File: src/rtl/regbus_master.sv
// Initiator for the byte-serial 4-register bus. It takes one 32-bit read or write command at a time,
// performs the request handshake and the 4-beat LSB-first burst, and returns a single response.
module regbus_master #(
   parameter int unsigned TIMEOUT = 16
) (
   input  logic        clk,
   input  logic        rst,
   input  logic        cmd_valid,
   output logic        cmd_ready,
   input  logic        cmd_wr,
   input  logic [1:0]  cmd_addr,
   input  logic [31:0] cmd_wdata,
   output logic        rsp_valid,
   input  logic        rsp_ready,
   output logic [31:0] rsp_rdata,
   output logic        rsp_err,
   output logic        valid_o,
   output logic [1:0]  addr_o,
   output logic        wr_n_o,
   output logic [7:0]  data_o,
   input  logic        ready_i,
   input  logic [7:0]  data_i
);

   typedef enum logic [1:0] {IDLE, REQ, BURST, RESP} state_t;

   state_t      state;
   logic        is_wr;
   logic [1:0]  beat;
   logic [31:0] tcnt;
   logic [31:0] wshift;   // write bytes still to send; the next one sits in [15:8]
   logic [23:0] rdata;    // read bytes enter at the top and shift down

   function automatic logic timed_out(input logic [31:0] cnt);
      return (TIMEOUT != 0) && (cnt == TIMEOUT - 1);
   endfunction

   always_ff @(posedge clk) begin
      if (rst) begin
         state     <= IDLE;
         cmd_ready <= 1'b0;
         rsp_valid <= 1'b0;
         rsp_rdata <= '0;
         rsp_err   <= 1'b0;
         valid_o   <= 1'b0;
         addr_o    <= '0;
         wr_n_o    <= 1'b1;
         data_o    <= '0;
         is_wr     <= 1'b0;
         beat      <= '0;
         tcnt      <= '0;
      end else begin
         case (state)
            IDLE: begin
               cmd_ready <= 1'b1;
               if (cmd_valid && cmd_ready) begin
                  cmd_ready <= 1'b0;
                  is_wr     <= cmd_wr;
                  valid_o   <= 1'b1;
                  addr_o    <= cmd_addr;
                  wr_n_o    <= !cmd_wr;
                  wshift    <= cmd_wr ? cmd_wdata : '0;
                  data_o    <= cmd_wr ? cmd_wdata[7:0] : '0;
                  tcnt      <= '0;
                  state     <= REQ;
               end
            end

            REQ: begin
               // A handshake in the cycle the timeout expires still counts as a handshake.
               if (ready_i) begin
                  valid_o <= 1'b0;
                  data_o  <= wshift[15:8];
                  wshift  <= wshift >> 8;
                  beat    <= '0;
                  state   <= BURST;
               end else if (timed_out(tcnt)) begin
                  valid_o   <= 1'b0;
                  data_o    <= '0;
                  rsp_valid <= 1'b1;
                  rsp_err   <= 1'b1;
                  rsp_rdata <= '0;
                  state     <= RESP;
               end else begin
                  tcnt <= tcnt + 32'd1;
               end
            end

            BURST: begin
               data_o <= wshift[15:8];
               wshift <= wshift >> 8;
               rdata  <= {data_i, rdata[23:8]};
               beat   <= beat + 2'd1;
               if (beat == 2'd3) begin
                  rsp_valid <= 1'b1;
                  rsp_err   <= 1'b0;
                  rsp_rdata <= is_wr ? 32'd0 : {data_i, rdata};
                  state     <= RESP;
               end
            end

            RESP: begin
               if (rsp_ready) begin
                  rsp_valid <= 1'b0;
                  rsp_rdata <= '0;
                  rsp_err   <= 1'b0;
                  cmd_ready <= 1'b1;
                  state     <= IDLE;
               end
            end

            default: state <= IDLE;
         endcase
      end
   end

endmodule
File: config.mk
export PLATFORM = sky130hd
export DESIGN_NAME = regbus_master
export DESIGN_NICKNAME = d
export VERILOG_FILES = /design/src/rtl/regbus_master.sv
export SDC_FILE = /design/constraint.sdc
export NUM_CORES = 1
export LEC_CHECK = 0
export ABC_CLOCK_PERIOD_IN_PS = 6000
export CAP_MARGIN = 10
export CORE_MARGIN = 3
export CORE_UTILIZATION = 53
export DETAILED_ROUTE_END_ITERATION = 12
export GPL_TIMING_DRIVEN = 0
export PLACE_DENSITY = 0.79
export SYNTH_ARGS = -nofsm -noshare
export SYNTH_HDL_FRONTEND = slang
export SYNTH_SLANG_ARGS = --single-unit
File: constraint.sdc
create_clock -name clk -period 6 [get_ports clk]
set_input_delay 1.8 -clock clk [delete_from_list [all_inputs] [get_ports clk]]
set_output_delay 1.8 -clock clk [all_outputs]
set_load 0.05 [all_outputs]
==> results of run 1 <==
how the worst max path moves through the flow:
stage	endpoint	slack, ps	cells past startpoint
final	cmd_ready	2390	1
after global routing	cmd_ready	2340	1
after global placement	wshift[24]	-150	3
after floorplan	wshift[10]	920	3
after CTS	cmd_ready	2370	1
after detailed placement	wshift[26]	2080	5
power by group through the flow:
stage / Sequential [W] / Combinational (W) / Clock, W
after floorplan: 0.00131 / 0.000592 / 0
after global placement: 0.00116 / 0.000995 / 0
after detailed placement: 0.00116 / 0.00105 / 0
after CTS: 0.00114 / 0.00106 / 0.00102
after global routing: 0.00115 / 0.00114 / 0.00107
final: 0.00114 / 0.00106 / 0.00101
flip-flops by register name (all words and copies together) (netlist names):
name and cells:
state 2, beat 2, wr_n_o 1, data_o 8, rsp_valid 1, tcnt 32
is_wr 1, wshift 24, addr_o 2, rsp_rdata 32, rdata 24, rsp_err 1
cmd_ready 1, valid_o 1
stage by stage:
step                utilization (%)  instances  setup WS [ps]  hold slack [ps]
floorplan                         -        552            920              426
global placement               66.0        781           -153              429
detailed placement             66.4        785           2080              437
CTS                            71.9        817           2370              451
global route                   71.9        817           2340              463
finish                         71.9        817           2390              451
metal layers:
layer  vias up  share of wire [%]  track usage [%]
li1       2297                  -                -
met3        39                5.5             7.37
met1      2309                 41             27.0
met5         -                  0                0
met4         0                2.9             12.3
met2       158                 50             41.1
kinds of logic after synthesis:
family / share of synthesized area, %
compound gates: 16.0
fa+ha+maj: 1.50
buf+inv: 3.88
flops: 53.6
mux: 7.08
simple gates: 17.9
placed cells by master, fill, tap and decap left out, types with 3 or more instances in the layout:
| cell | n |
|---|---|
| edfxtp_1 | 48 |
| and4_1 | 5 |
| o21a_1 | 7 |
| and3_1 | 7 |
| clkbuf_1 | 21 |
| nand2_1 | 82 |
| clkdlybuf4s50_1 | 93 |
| a41oi_1 | 3 |
| a211o_1 | 4 |
| o21ai_0 | 7 |
| a31oi_1 | 12 |
| nor2_1 | 20 |
| buf_4 | 5 |
| a32oi_1 | 11 |
| dfxtp_1 | 84 |
| a22o_1 | 18 |
| nor2b_1 | 4 |
| a211oi_1 | 9 |
| nand3_1 | 19 |
| a21oi_1 | 28 |
| nor4_2 | 6 |
| nand4_1 | 11 |
| a22oi_1 | 4 |
| mux2i_1 | 39 |
| o211a_1 | 3 |
| nor4_1 | 5 |
| ha_1 | 7 |
| buf_2 | 10 |
| inv_6 | 5 |
| clkinv_4 | 3 |
| inv_1 | 9 |
| and2_1 | 13 |
| nor3_1 | 10 |
| clkbuf_16 | 16 |
| buf_6 | 4 |
area by class of cell:
class | count | share of cell area (%)
repair buffers | 97 | 12.8
clock inverters | 13 | 1.94
plain buffers | 37 | 2.50
inverters | 10 | 0.497
flip-flops and latches | 132 | 41.3
well taps | 136 | 2.25
multi-input cells | 373 | 33.0
clock buffers | 19 | 5.71
==> impl_metrics.py, run 1 <==
metrics = {
    "detailed_routing": {
        "dr.first_iter.drc_count": 431,
        "post_drt_wl_per_cell_um": 17.7,
        "vias": 4803,
        "drcViolationCount": 0,
        "ant_nets": 0,
        "routed_wl_mm": 14.5,
        "firstDrtPassIters": 6,
        "viasPerCell": 5.88,
    },
    "worst_setup_path": {
        "cp_top_family": "buffers and inverters",
        "crit_fanout": 5,
        "slowest_delay_ps": 860,
        "reg2reg_from": "state[0]",
        "critPathArrivalTime_ps": 1810,
        "r2r_slack_ps": 3470,
        "critPathKind": "flop to output pin",
        "critPathBufInv": 1,
        "crit_chain": "clkdlybuf4s50_1",
        "worstPathRequired_ps": 4200,
        "worst_r2r_path_depth": 8,
        "cp-end-kind": "output pin",
        "r2r_end": "tcnt[5]",
        "start_kind": "flop",
        "cp_slowest_cell": "clkdlybuf4s50_1",
        "startpoint": "cmd_ready",
    },
    "logic_synthesis": {
        "synth_area_per_cell_um2": 10.6,
        "syn-cell-area_um2": 5830,
        "netlist-cell-type-count": 61,
        "synth_most_common_cell": "dfxtp_1",
        "synthArstFlopShare_pct": 0,
        "post-synth-top-area-cell": "dfxtp_1",
        "ys_warn_count": 0,
        "syn-num-nets": 607,
        "syn_inst": 552,
        "seq_area_frac_synth_pct": 53.6,
        "synth_commonest_cells": "dfxtp_1 (84), nand2_1 (82), edfxtp_1 (48)",
        "synthFlopType": "dfxtp_1",
        "yosys.area.top_type_share_pct": 28.8,
        "ys_seq_elements": 132,
        "synth_edf_count": 48,
        "netlist_top_cells_area": "dfxtp_1 (29%), edfxtp_1 (25%), mux2i_1 (6.7%)",
    },
    "floorplan": {
        "die_w_um": 111,
        "ios": 95,
        "rows": 37,
        "dieArea_um2": 12300,
        "die_h_um": 111,
        "start_util_pct": 55.5,
        "design.core.area_um2": 10500,
    },
    "job": {
        "maxCapViolations": 0,
    },
    "pwr": {
        "p_leak_nw": 2.89,
        "seqPwrFrac_pct": 35.6,
        "pwr-share-comb_pct": 32.9,
        "pwr_density_cell_nw_per_um2": 425,
        "pwr-share-clk_pct": 31.5,
        "intPower_w": 0.00209,
        "power.switching_w": 0.00112,
        "p_sw_share_pct": 35.0,
        "peakVddDrop_mv": 0.250,
        "p_total_w": 0.00321,
    },
    "sta": {
        "finClkSkew_ps": 10.2,
        "slew_viol_final": 0,
        "period_share_pct": 60.1,
        "fmax_mhz": 277,
        "fin_setup_tns_ps": 0,
        "relSlewSlack_pct": 52.9,
        "tightest_slew_ps": 704,
        "hold_viol": 0,
        "fin_crit_ps": 3610,
        "rsz0062_at_grt": "false",
        "setup_violations": 0,
    },
    "layout": {
        "nNetsFinal": 723,
        "area.sequential_um2": 3120,
        "diodes": 0,
        "drive_gt1_share_pct": 10.7,
        "fill_cells": 750,
        "design_area_um2": 7560,
        "syn_to_final_growth_pct": 29.6,
        "multi_input_area_um2": 2490,
    },
    "clock_network": {
        "clock-sinks": 132,
        "cts_buffers": 17,
        "cts_setup_buffers": 0,
        "cts_root_buffer": "clkbuf_8",
        "cts_tree": "built",
        "ctsHoldBuffers": 0,
        "clkTransAtPathRegs_ps": 60,
        "htreeDepth": 4,
        "clk_path_buf_depth": 2,
        "insertion_delay_ps": 530,
        "ctsResizeCount": 0,
    },
    "global_routing": {
        "antenna_found_initial": 0,
        "overflow": 0,
        "globalRouteTotalUtil_pct": 24.0,
        "grt_start_max_net_pins": 17,
        "first_global_vias": 5021,
        "grt_pass1_wl_mm": 23.9,
    },
    "place": {
        "dpl.hpwl_mm": 10.2,
        "place_congestion": 0.881,
        "dpl_cell_area_um2": 6980,
        "io_buffers": 93,
    },
    "worst_hold_path": {
        "hold_start": "rdata[22]",
        "hp-class": "flop to flop",
        "hold_depth": 0,
        "holdPathEnd": "rdata[14]",
    },
    "outcome": {
        "status": "finished, final reports clean",
    },
}
(Power assumes the default switching activity.)
==> run 2: changes to the inputs <==
ABC_CLOCK_PERIOD_IN_PS = 3400   (was 6000)
clock period = 3.4 ns   (was 6 ns; I/O delays follow)
==> run 2 against run 1 <==
Effect of this change: worst hold slack barely moved; first-iteration DRC count up 3.5%; final cell count shrank 0.24%; clock-buffer cell count is the same; die area unchanged; register-to-register slack lost 2700 ps; cell area shrank 0.15%; via count is 1.3% lower; sequential share of layout area is 0.062 points higher; worst setup slack lost 1800 ps; wire length decreased by 0.19%; clock power grew 75%.
==> impl_metrics.py, run 2 (synthesis results as in run 1) <==
metrics = {
    "worst_setup_path": {
        "cp_top_family": "buffers and inverters",
        "crit_fanout": 5,
        "start_kind": "flop",
        "worstPathRequired_ps": 2380,
        "critPathKind": "flop to output pin",
        "critPathArrivalTime_ps": 1800,
        "critPathBufInv": 1,
        "slowest_delay_ps": 870,
        "cp-end-kind": "output pin",
        "cp_slowest_cell": "clkdlybuf4s50_1",
        "crit_chain": "clkdlybuf4s50_1",
    },
    "global_routing": {
        "globalRouteTotalUtil_pct": 23.3,
        "overflow": 0,
        "grt_pass1_wl_mm": 23.2,
        "antenna_found_initial": 0,
        "first_global_vias": 4651,
        "grt_start_max_net_pins": 17,
    },
    "place": {
        "dpl.hpwl_mm": 10.0,
        "place_congestion": 0.860,
        "dpl_cell_area_um2": 6980,
        "io_buffers": 93,
        "detailedPlace.worstSlack_ps": 175,
    },
    "sta": {
        "worst_slack_ps": 580,
        "fmax_mhz": 355,
        "setup_violations": 0,
        "slew_viol_final": 0,
        "period_share_pct": 82.9,
        "rsz0062_at_grt": "false",
        "fin_setup_tns_ps": 0,
        "tightest_slew_ps": 850,
        "whs_ps": 451,
        "fin_crit_ps": 2820,
        "finClkSkew_ps": 8.30,
        "hold_viol": 0,
        "relSlewSlack_pct": 42.9,
    },
    "clock_network": {
        "cts_tree": "built",
        "cts_root_buffer": "clkbuf_8",
        "clk_path_buf_depth": 2,
        "clkTransAtPathRegs_ps": 60,
        "cts_setup_buffers": 0,
        "ctsHoldBuffers": 0,
        "htreeDepth": 4,
        "insertion_delay_ps": 520,
        "ctsResizeCount": 0,
        "clock-sinks": 132,
        "cts_buffers": 17,
    },
    "detailed_routing": {
        "dr.first_iter.drc_count": 446,
        "vias": 4741,
        "firstDrtPassIters": 6,
        "post_drt_wl_per_cell_um": 17.7,
        "drcViolationCount": 0,
        "viasPerCell": 5.82,
        "routed_wl_mm": 14.4,
        "ant_nets": 0,
    },
    "layout": {
        "final_cell_mix": "clkdlybuf4s50_1 (93), dfxtp_1 (84), nand2_1 (82)",
        "reg.largest.list": "rsp_rdata x32, tcnt x32",
        "nNetsFinal": 721,
        "final_common_cell": "clkdlybuf4s50_1",
        "diodes": 0,
        "syn_to_final_growth_pct": 29.4,
        "design_area_um2": 7540,
        "drive_gt1_share_pct": 10.3,
    },
    "floorplan": {
        "die_w_um": 111,
        "start_util_pct": 55.5,
        "die_h_um": 111,
        "design.core.area_um2": 10500,
        "rows": 37,
        "dieArea_um2": 12300,
        "ios": 95,
    },
    "job": {
        "maxCapViolations": 0,
    },
    "worst_hold_path": {
        "hp-class": "flop to flop",
    },
    "pwr": {
        "p_leak_nw": 2.87,
        "peakVddDrop_mv": 0.483,
        "pwr_density_cell_nw_per_um2": 748,
        "p_total_w": 0.00565,
    },
    "outcome": {
        "status": "finished, final reports clean",
    },
}
run 2: final timing paths:
check             from         to  slack, ps  cells after the start
max          cmd_ready  cmd_ready        580                      1
min          rdata[21]  rdata[13]        450                      0
max reg2reg   state[0]    tcnt[5]        790                      8
min reg2reg  rdata[21]  rdata[13]        450                      0
run 2: per-layer routing:
metal	global-route usage (%)	vias up	share of wire (%)
met5	0	-	0
met4	6.16	0	1.3
met3	6.88	15	6.1
met2	40.0	135	50
met1	28.5	2292	42
li1	-	2299	-
run 2: power breakdown:
part           internal, W  switching [W]
combinational     0.000698        0.00116
clock              0.00106       0.000717
sequential         0.00191       0.000106
run 2: layout make-up:
| type | instances | area, um2 |
|---|---|---|
| clock buffer | 19 | 422 |
| inverter | 10 | 37.5 |
| clock inverter | 13 | 148 |
| fill | 736 | 2960 |
| multi-input combinational | 373 | 2500 |
| timing repair buffer | 95 | 957 |
| sequential | 132 | 3120 |
| buffer | 37 | 189 |
| tap | 136 | 170 |
run 2: worst register-to-register path, stage by stage (launching register included):
cell and delay [ps]:
dfxtp_1 430, inv_1 130, ha_1 300, a21boi_0 250, nor3_1 400, o21a_1 190
clkbuf_1 470, a41oi_1 210, a31oi_1 160
run 2: stage by stage:
step | util [%] | std cells
floorplan | - | 552
finish | 71.8 | 815
global route | 71.8 | 815
global placement | 66.0 | 781
CTS | 71.8 | 815
detailed placement | 66.4 | 783
